==> src/rtl/lcd_rd_arb.sv <==
// Two-port AXI4 read arbiter: LCD refresh fetch (port 0, priority) and a secondary
// requester (port 1, starvation-guarded) share one master read port, one burst at a time.
module lcd_rd_arb #(
   parameter int unsigned ADDR_W   = 32,
   parameter int unsigned DATA_W   = 32,
   parameter int unsigned MAX_WAIT = 64
) (
   input  logic              AXI_ACLK,
   input  logic              AXI_ARESETN,
   input  logic [ADDR_W-1:0] S0_AXI_ARADDR,
   input  logic [7:0]        S0_AXI_ARLEN,
   input  logic [2:0]        S0_AXI_ARSIZE,
   input  logic [1:0]        S0_AXI_ARBURST,
   input  logic [3:0]        S0_AXI_ARCACHE,
   input  logic              S0_AXI_ARVALID,
   output logic              S0_AXI_ARREADY,
   output logic [DATA_W-1:0] S0_AXI_RDATA,
   output logic [1:0]        S0_AXI_RRESP,
   output logic              S0_AXI_RLAST,
   output logic              S0_AXI_RVALID,
   input  logic              S0_AXI_RREADY,
   input  logic [ADDR_W-1:0] S1_AXI_ARADDR,
   input  logic [7:0]        S1_AXI_ARLEN,
   input  logic [2:0]        S1_AXI_ARSIZE,
   input  logic [1:0]        S1_AXI_ARBURST,
   input  logic [3:0]        S1_AXI_ARCACHE,
   input  logic              S1_AXI_ARVALID,
   output logic              S1_AXI_ARREADY,
   output logic [DATA_W-1:0] S1_AXI_RDATA,
   output logic [1:0]        S1_AXI_RRESP,
   output logic              S1_AXI_RLAST,
   output logic              S1_AXI_RVALID,
   input  logic              S1_AXI_RREADY,
   output logic [ADDR_W-1:0] M_AXI_ARADDR,
   output logic [7:0]        M_AXI_ARLEN,
   output logic [2:0]        M_AXI_ARSIZE,
   output logic [1:0]        M_AXI_ARBURST,
   output logic [3:0]        M_AXI_ARCACHE,
   output logic              M_AXI_ARVALID,
   input  logic              M_AXI_ARREADY,
   input  logic [DATA_W-1:0] M_AXI_RDATA,
   input  logic [1:0]        M_AXI_RRESP,
   input  logic              M_AXI_RLAST,
   input  logic              M_AXI_RVALID,
   output logic              M_AXI_RREADY,
   output logic [1:0]        grant,
   output logic              busy
);

   localparam int unsigned CW = $clog2(MAX_WAIT + 1);

   typedef enum logic [1:0] {IDLE, ADDR, DATA} state_t;

   state_t        state, state_nxt;
   logic [1:0]    grant_nxt;
   logic          win0, win1;
   logic          starved;
   logic [CW-1:0] wait_cnt;

   always_comb begin
      starved        = (wait_cnt >= CW'(MAX_WAIT));
      win0           = 1'b0;
      win1           = 1'b0;
      state_nxt      = state;
      grant_nxt      = grant;
      S0_AXI_ARREADY = 1'b0;
      S1_AXI_ARREADY = 1'b0;
      S0_AXI_RVALID  = 1'b0;
      S0_AXI_RDATA   = '0;
      S0_AXI_RRESP   = '0;
      S0_AXI_RLAST   = 1'b0;
      S1_AXI_RVALID  = 1'b0;
      S1_AXI_RDATA   = '0;
      S1_AXI_RRESP   = '0;
      S1_AXI_RLAST   = 1'b0;
      M_AXI_RREADY   = 1'b0;
      M_AXI_ARVALID  = (state == ADDR);
      busy           = (state != IDLE);
      case (state)
         IDLE: begin
            // A starved port 1 overrides port 0's real-time priority
            if (S1_AXI_ARVALID && starved) win1 = 1'b1;
            else if (S0_AXI_ARVALID)       win0 = 1'b1;
            else if (S1_AXI_ARVALID)       win1 = 1'b1;
            S0_AXI_ARREADY = win0;
            S1_AXI_ARREADY = win1;
            if (win0 || win1) begin
               state_nxt = ADDR;
               grant_nxt = {win1, win0};
            end
         end
         ADDR: begin
            if (M_AXI_ARREADY) state_nxt = DATA;
         end
         DATA: begin
            if (grant[0]) begin
               S0_AXI_RVALID = M_AXI_RVALID;
               S0_AXI_RDATA  = M_AXI_RDATA;
               S0_AXI_RRESP  = M_AXI_RRESP;
               S0_AXI_RLAST  = M_AXI_RLAST;
               M_AXI_RREADY  = S0_AXI_RREADY;
            end else if (grant[1]) begin
               S1_AXI_RVALID = M_AXI_RVALID;
               S1_AXI_RDATA  = M_AXI_RDATA;
               S1_AXI_RRESP  = M_AXI_RRESP;
               S1_AXI_RLAST  = M_AXI_RLAST;
               M_AXI_RREADY  = S1_AXI_RREADY;
            end
            if (M_AXI_RVALID && M_AXI_RREADY && M_AXI_RLAST) begin
               state_nxt = IDLE;
               grant_nxt = '0;
            end
         end
         default: begin
            state_nxt = IDLE;
            grant_nxt = '0;
         end
      endcase
   end

   always_ff @(posedge AXI_ACLK or negedge AXI_ARESETN) begin
      if (!AXI_ARESETN) begin
         state         <= IDLE;
         grant         <= '0;
         M_AXI_ARADDR  <= '0;
         M_AXI_ARLEN   <= '0;
         M_AXI_ARSIZE  <= '0;
         M_AXI_ARBURST <= '0;
         M_AXI_ARCACHE <= '0;
         wait_cnt      <= '0;
      end else begin
         state <= state_nxt;
         grant <= grant_nxt;
         if (win0) begin
            M_AXI_ARADDR  <= S0_AXI_ARADDR;
            M_AXI_ARLEN   <= S0_AXI_ARLEN;
            M_AXI_ARSIZE  <= S0_AXI_ARSIZE;
            M_AXI_ARBURST <= S0_AXI_ARBURST;
            M_AXI_ARCACHE <= S0_AXI_ARCACHE;
         end else if (win1) begin
            M_AXI_ARADDR  <= S1_AXI_ARADDR;
            M_AXI_ARLEN   <= S1_AXI_ARLEN;
            M_AXI_ARSIZE  <= S1_AXI_ARSIZE;
            M_AXI_ARBURST <= S1_AXI_ARBURST;
            M_AXI_ARCACHE <= S1_AXI_ARCACHE;
         end
         if (!S1_AXI_ARVALID || S1_AXI_ARREADY) wait_cnt <= '0;
         else if (!starved)                     wait_cnt <= wait_cnt + CW'(1);
      end
   end

endmodule
==> config.mk <==
export PLATFORM = sky130hd
export DESIGN_NAME = lcd_rd_arb
export DESIGN_NICKNAME = d
export VERILOG_FILES = /design/src/rtl/lcd_rd_arb.sv
export SDC_FILE = /design/constraint.sdc
export NUM_CORES = 1
export LEC_CHECK = 0
export CAP_MARGIN = 20
export CORE_AREA = 2 2 105 107
export CTS_BUF_LIST = sky130_fd_sc_hd__clkbuf_8 sky130_fd_sc_hd__clkbuf_16
export DETAILED_ROUTE_END_ITERATION = 6
export DIE_AREA = 0 0 107 109
export PLACE_DENSITY_LB_ADDON = 0.2
export SLEW_MARGIN = 15
export SYNTH_ARGS = -nofsm -noshare
export SYNTH_HDL_FRONTEND = slang
export SYNTH_SLANG_ARGS = --single-unit
==> constraint.sdc <==
create_clock -name AXI_ACLK -period 3.3 [get_ports AXI_ACLK]
set_input_delay 0.66 -clock AXI_ACLK [delete_from_list [all_inputs] [get_ports AXI_ACLK]]
set_output_delay 0.66 -clock AXI_ACLK [all_outputs]
set_load 0.01 [all_outputs]
Word level (Yosys, flattened, before mapping). Cells that the tools add are included.

Output and inout port bits: 128. Register bits after elaboration: 60. Bits of input ports: 141. Logic and storage cells: 79.

Muxes and demuxes: 51. Eq/ne operators: 6. Reduce and logical (&&, ||, !) cells: 11. Add/subtract/negate cells: 1. $lt $le $gt $ge: 1. Bitwise operators: 1.

Operator list (count): two-way mux 32 bit (7); two-way mux 1 bit (23); two-way mux 2 bit (11); two-way mux 8 bit (2); two-way mux 7 bit (2); one-hot mux 2 bit (3 select lines) (2); two-way mux 4 bit (2); adder 7 x 1 -> 7 bit, second input constant (1); greater-or-equal comparator 7 bit, second input constant (1); two-way mux 3 bit (2); AND reduction 3 bit (2); inequality test 2 x 1 -> 1 bit, second input constant (2); inequality test 2 bit, second input constant (2); nonzero test 2 bit (2); logical AND 1 bit (3); equality test 2 x 1 -> 1 bit, second input constant (1); equality test 2 bit, second input constant (1); zero test 2 bit (1); logical OR 1 bit (2); zero test 1 bit (1); NOT 1 bit (1).

Depth between registers and ports, before layout.
Depth after elaboration: 7. Depth in mapped cells: 6. Depth with buffers taken out: 4.

Worst setup path after synthesis. Ideal clock, no wire load.

Path type: input -> output. Start point: input S0_AXI_ARVALID. End point: output S0_AXI_ARREADY. Arrival: 1321 ps. Required time: 2640 ps. Cell stages on the path: 4. Slack: 1319 ps. Buffers on the path: 2. Cell sequence: a21bo_2 buf_4 buf_2 nor2_1.

Word-level cells in the longest chain between the ends: 4.

Ends and longest elaborated chain: start, declared (RTL line 15) `input logic S0_AXI_ARVALID,`; two-way mux 1 bit (RTL line 83) `else if (S0_AXI_ARVALID) win0 = 1'b1;`; two-way mux 1 bit (RTL line 82) `if (S1_AXI_ARVALID && starved) win1 = 1'b1;`; two-way mux 1 bit (2 in series) (RTL line 79) `case (state)`; end, declared (RTL line 16) `output logic S0_AXI_ARREADY,`.

Every way passes these cells. The select of a mux whose other input is x is not followed.

Worst setup path after layout.
Start point: input S0_AXI_ARVALID. End point: output S1_AXI_ARREADY.

Word-level cells in the longest chain between the ends: 4.

Ends and longest elaborated chain: two-way mux 1 bit (RTL line 83); two-way mux 1 bit (RTL line 82); two-way mux 1 bit (2 in series) (RTL line 79); end, declared (RTL line 28) `output logic S1_AXI_ARREADY,`.

Every way passes these cells. The select of a mux whose other input is x is not followed.

==> results.md <==
* Highest ir drop seen on vdd at 0.464 mV
* Crit path launch type: input pin
* Total number of clock tree sinks at 60
* Combinational family with the most area after synthesis: compound AO/OA/AOI/OAI gates
* Number of cells produced by synthesis at 428
* Share of post-route cells with drive strength above 1 at 5.00%
* Clock input transition at the sequential cells of the worst setup and hold paths at 0.07 ns
* RR Endpoint: M_AXI_ARBURST[0]
* Compound-Gate Fraction of Synth Area at 27.0%
* Total Wirelength at 14.2 mm
* Worst Hold Margin at 0.281 ns
* Cell Rows at 38
* Worst Path Max Fanout at 5
* Signed area change from the synthesized netlist to the final layout at 83.4%
* Hold buffers post-CTS at 0
* Post-CTS setup buffer count at 0
* Endpoint class of the critical path: output pin
* Maximum buffer depth of the clock tree at 2
* Portion of the post-synthesis area used by sequential elements at 42.0%
* Net count reported at finish at 819
* Overall overflow remaining after global route at 0
* Fillers at 921
* Die Outline Area at 11700 um2
* Maximum clock frequency at 338 MHz
* Tot GR Track Use at 23.6%
* Pre-antenna DRT Iters at 4
* Reg-to-reg startpoint: state[0]
* Average cell area after synthesis at 8.35 um2
* Number of gates resized after CTS at 0
* Drt drc at 0
* Maximum number of pins on one net before global-route repair at 52
* Die width at 107 um
* Antenna violations before repair at 0
* Area occupied by multi-input gates at 1850 um2
* Number of max-cap violations at 0
* Via-to-Cell Ratio at 5.12
* Type of the worst setup path: in2out
* Max transition margin at 59.5%
* Via count of the first global-routing pass at 4192
* Adder-Cell Fraction of Synth Area at 0.700%
* Clock buffers created by TritonCTS at 9
* Final Critical Period at 2.96 ns
* Starting utilization of the core area at 33.7%
* Count of inserted antenna diode cells at 0
* Slew at the pin with the worst max-slew slack at 0.607 ns
* Post-synthesis xor/xnor area fraction at 0.980%
* Clock tree from TritonCTS: built
* Antenna viol nets, final at 0
* Number of distinct standard cells referenced by the synthesized netlist at 36
* Total vias in the final route at 4199
* Register-to-register path setup slack at 1.23 ns
* Average wire length per cell after detail routing at 17.4 um
* Combined area of all synthesized cells at 3580 um2
* Clock network latency to the later pin of the worst-skew pair at 0.33 ns
* Warning count from the yosys run at 0
* Run status: finished, final reports clean
* Share of synthesized area spent on multiplexers at 0.280%
* Setup repair after global routing missed its margin: no
* Total setup violations reported at the end of the flow at 0
* Leakage at 2.73 nW
* Deepest level of the CTS H-tree at 3
* Height of the die at 109 um
* Fin. max-slew vios at 0
* Simple-gate share of the synthesized area at 22.4%
* Total count of hold-check failures in the final report at 0
* Min-Delay Path Class: in2async
* Placeable Area at 10600 um2
* Clock Tree Root: sky130_fd_sc_hd__clkbuf_8
* Register area at 1500 um2
* Power per cell area at 659 nW/um2
* Port-buffer cells at 268
* Clock Skew at 0.0119 ns
* GP Congestion at 0.779
* Data required time at the worst endpoint at 2.64 ns
* CP Data Arrival Time at 2.30 ns
* Yosys reg bits at 60
* Top Ports at 269
* Depth of the worst register-to-register path at 5
* Mapped Nets at 571
* Iter 0 DRT Violations at 274
* Wire length of the first global-routing pass at 21.5 mm
* Final worst-path cycle share at 89.6%
* Estimated wirelength of the detail-placed design at 10.5 mm
* Final total negative setup slack at 0 ns
-- sequential cells by signal, indices dropped and copies added (netlist names) --
name           count
M_AXI_ARADDR      32
M_AXI_ARCACHE      4
M_AXI_ARSIZE       3
wait_cnt           7
M_AXI_ARBURST      2
M_AXI_ARLEN        8
state              2
grant              2
-- per-stage QoR --
stage	power, mW	util (%)	cells	instance area (um2)	worst slack, ns
2_1_floorplan	2.32	-	428	3580	1.32
3_3_place_gp	3.56	59.7	805	6330	0.382
3_5_place_dp	3.60	59.7	805	6330	0.343
4_1_cts	4.36	61.9	820	6560	0.335
5_1_grt	4.61	61.9	820	6560	0.173
6_report	4.32	61.9	820	6560	0.345
-- per-layer routing --
layer	wire, um	share of wire (%)	global-route usage [%]
met4	336	2.4	8.35
met2	7520	53	44.1
met5	0	0	0
met1	5200	37	25.3
met3	1180	8.3	6.81
-- critical path, cell delays in order --
cell and delay [ns]:
sky130_fd_sc_hd__clkdlybuf4s50_1 0.51, sky130_fd_sc_hd__nor2b_1 0.20, sky130_fd_sc_hd__nor3b_1 0.32, sky130_fd_sc_hd__clkdlybuf4s50_1 0.61
-- cells in the final DEF, fill, tap and decap left out, drive strengths merged, types with 3 or more instances in the layout --
| master | n |
|---|---|
| a21oi | 51 |
| nor2b | 3 |
| o21ai | 53 |
| nor2 | 59 |
| and2 | 36 |
| inv | 5 |
| clkbuf | 11 |
| clkdlybuf4s50 | 267 |
| o31ai | 49 |
| buf | 14 |
| xor2 | 3 |
| dfrtp | 60 |
| nand2 | 4 |
| and3 | 38 |
-- report_power, final --
group | internal [mW] | switching, mW | total (mW)
Combinational | 1.19 | 1.15 | 2.34
Clock | 0.461 | 0.288 | 0.749
Sequential | 1.05 | 0.177 | 1.23
-- cells by family (layout without fill, tap and decap cells) --
kind of cell | count (synthesis) | after routing
xor+xnor | 4 | 4
simple gates | 151 | 151
fa+ha+maj | 2 | 2
mux | 1 | 1
flops | 60 | 60
compound gates | 161 | 161
buf+inv | 49 | 301
-- Yosys cell counts --
| master | number | area (um2) |
|---|---|---|
| sky130_fd_sc_hd__a21bo_2 | 1 | 10.0 |
| sky130_fd_sc_hd__a21boi_4 | 1 | 18.8 |
| sky130_fd_sc_hd__a21oi_1 | 51 | 255 |
| sky130_fd_sc_hd__a2bb2oi_1 | 2 | 17.5 |
| sky130_fd_sc_hd__a31oi_1 | 1 | 6.26 |
| sky130_fd_sc_hd__and2_1 | 36 | 225 |
| sky130_fd_sc_hd__and3_1 | 38 | 238 |
| sky130_fd_sc_hd__buf_1 | 3 | 11.3 |
| sky130_fd_sc_hd__buf_2 | 9 | 45.0 |
| sky130_fd_sc_hd__buf_4 | 5 | 37.5 |
| sky130_fd_sc_hd__buf_6 | 2 | 22.5 |
| sky130_fd_sc_hd__clkbuf_1 | 19 | 71.3 |
| sky130_fd_sc_hd__clkbuf_2 | 6 | 30.0 |
| sky130_fd_sc_hd__dfrtp_1 | 60 | 1500 |
| sky130_fd_sc_hd__ha_1 | 2 | 25.0 |
| sky130_fd_sc_hd__inv_1 | 5 | 18.8 |
| sky130_fd_sc_hd__mux2i_1 | 1 | 10.0 |
| sky130_fd_sc_hd__nand2_1 | 4 | 15.0 |
| sky130_fd_sc_hd__nand2b_1 | 2 | 12.5 |
| sky130_fd_sc_hd__nand3_1 | 2 | 10.0 |
| sky130_fd_sc_hd__nand3b_1 | 2 | 15.0 |
| sky130_fd_sc_hd__nand4b_1 | 2 | 17.5 |
| sky130_fd_sc_hd__nor2_1 | 58 | 218 |
| sky130_fd_sc_hd__nor2_4 | 1 | 11.3 |
| sky130_fd_sc_hd__nor2b_1 | 3 | 18.8 |
| sky130_fd_sc_hd__nor3b_1 | 1 | 7.51 |
| sky130_fd_sc_hd__o21ai_0 | 50 | 250 |
| sky130_fd_sc_hd__o21ai_1 | 3 | 15.0 |
| sky130_fd_sc_hd__o21bai_1 | 1 | 7.51 |
| sky130_fd_sc_hd__o221ai_1 | 1 | 8.76 |
| sky130_fd_sc_hd__o2bb2ai_1 | 1 | 8.76 |
| sky130_fd_sc_hd__o31ai_1 | 49 | 368 |
| sky130_fd_sc_hd__or2b_1 | 1 | 7.51 |
| sky130_fd_sc_hd__or3_1 | 1 | 6.26 |
| sky130_fd_sc_hd__xnor2_1 | 1 | 8.76 |
| sky130_fd_sc_hd__xor2_1 | 3 | 26.3 |
-- worst max-delay path by stage --
stage	startpoint	endpoint	slack, ns
final	S0_AXI_ARVALID	S1_AXI_ARREADY	0.34
after global placement	S0_AXI_ARVALID	S1_AXI_ARREADY	0.38
after CTS	S0_AXI_ARVALID	S1_AXI_ARREADY	0.33
after detailed placement	S0_AXI_ARVALID	S1_AXI_ARREADY	0.34
after global routing	S0_AXI_ARVALID	S1_AXI_ARREADY	0.17
after floorplan	S0_AXI_ARVALID	S0_AXI_ARREADY	1.32
-- cell type report --
cell class,instances,area share [%]
clock inverter,4,1.11
inverter,5,0.286
timing repair buffer,281,42.5
clock buffer,11,2.31
multi-input combinational,319,28.2
tap,140,2.67
sequential,60,22.9
(Power assumes the default switching activity.)
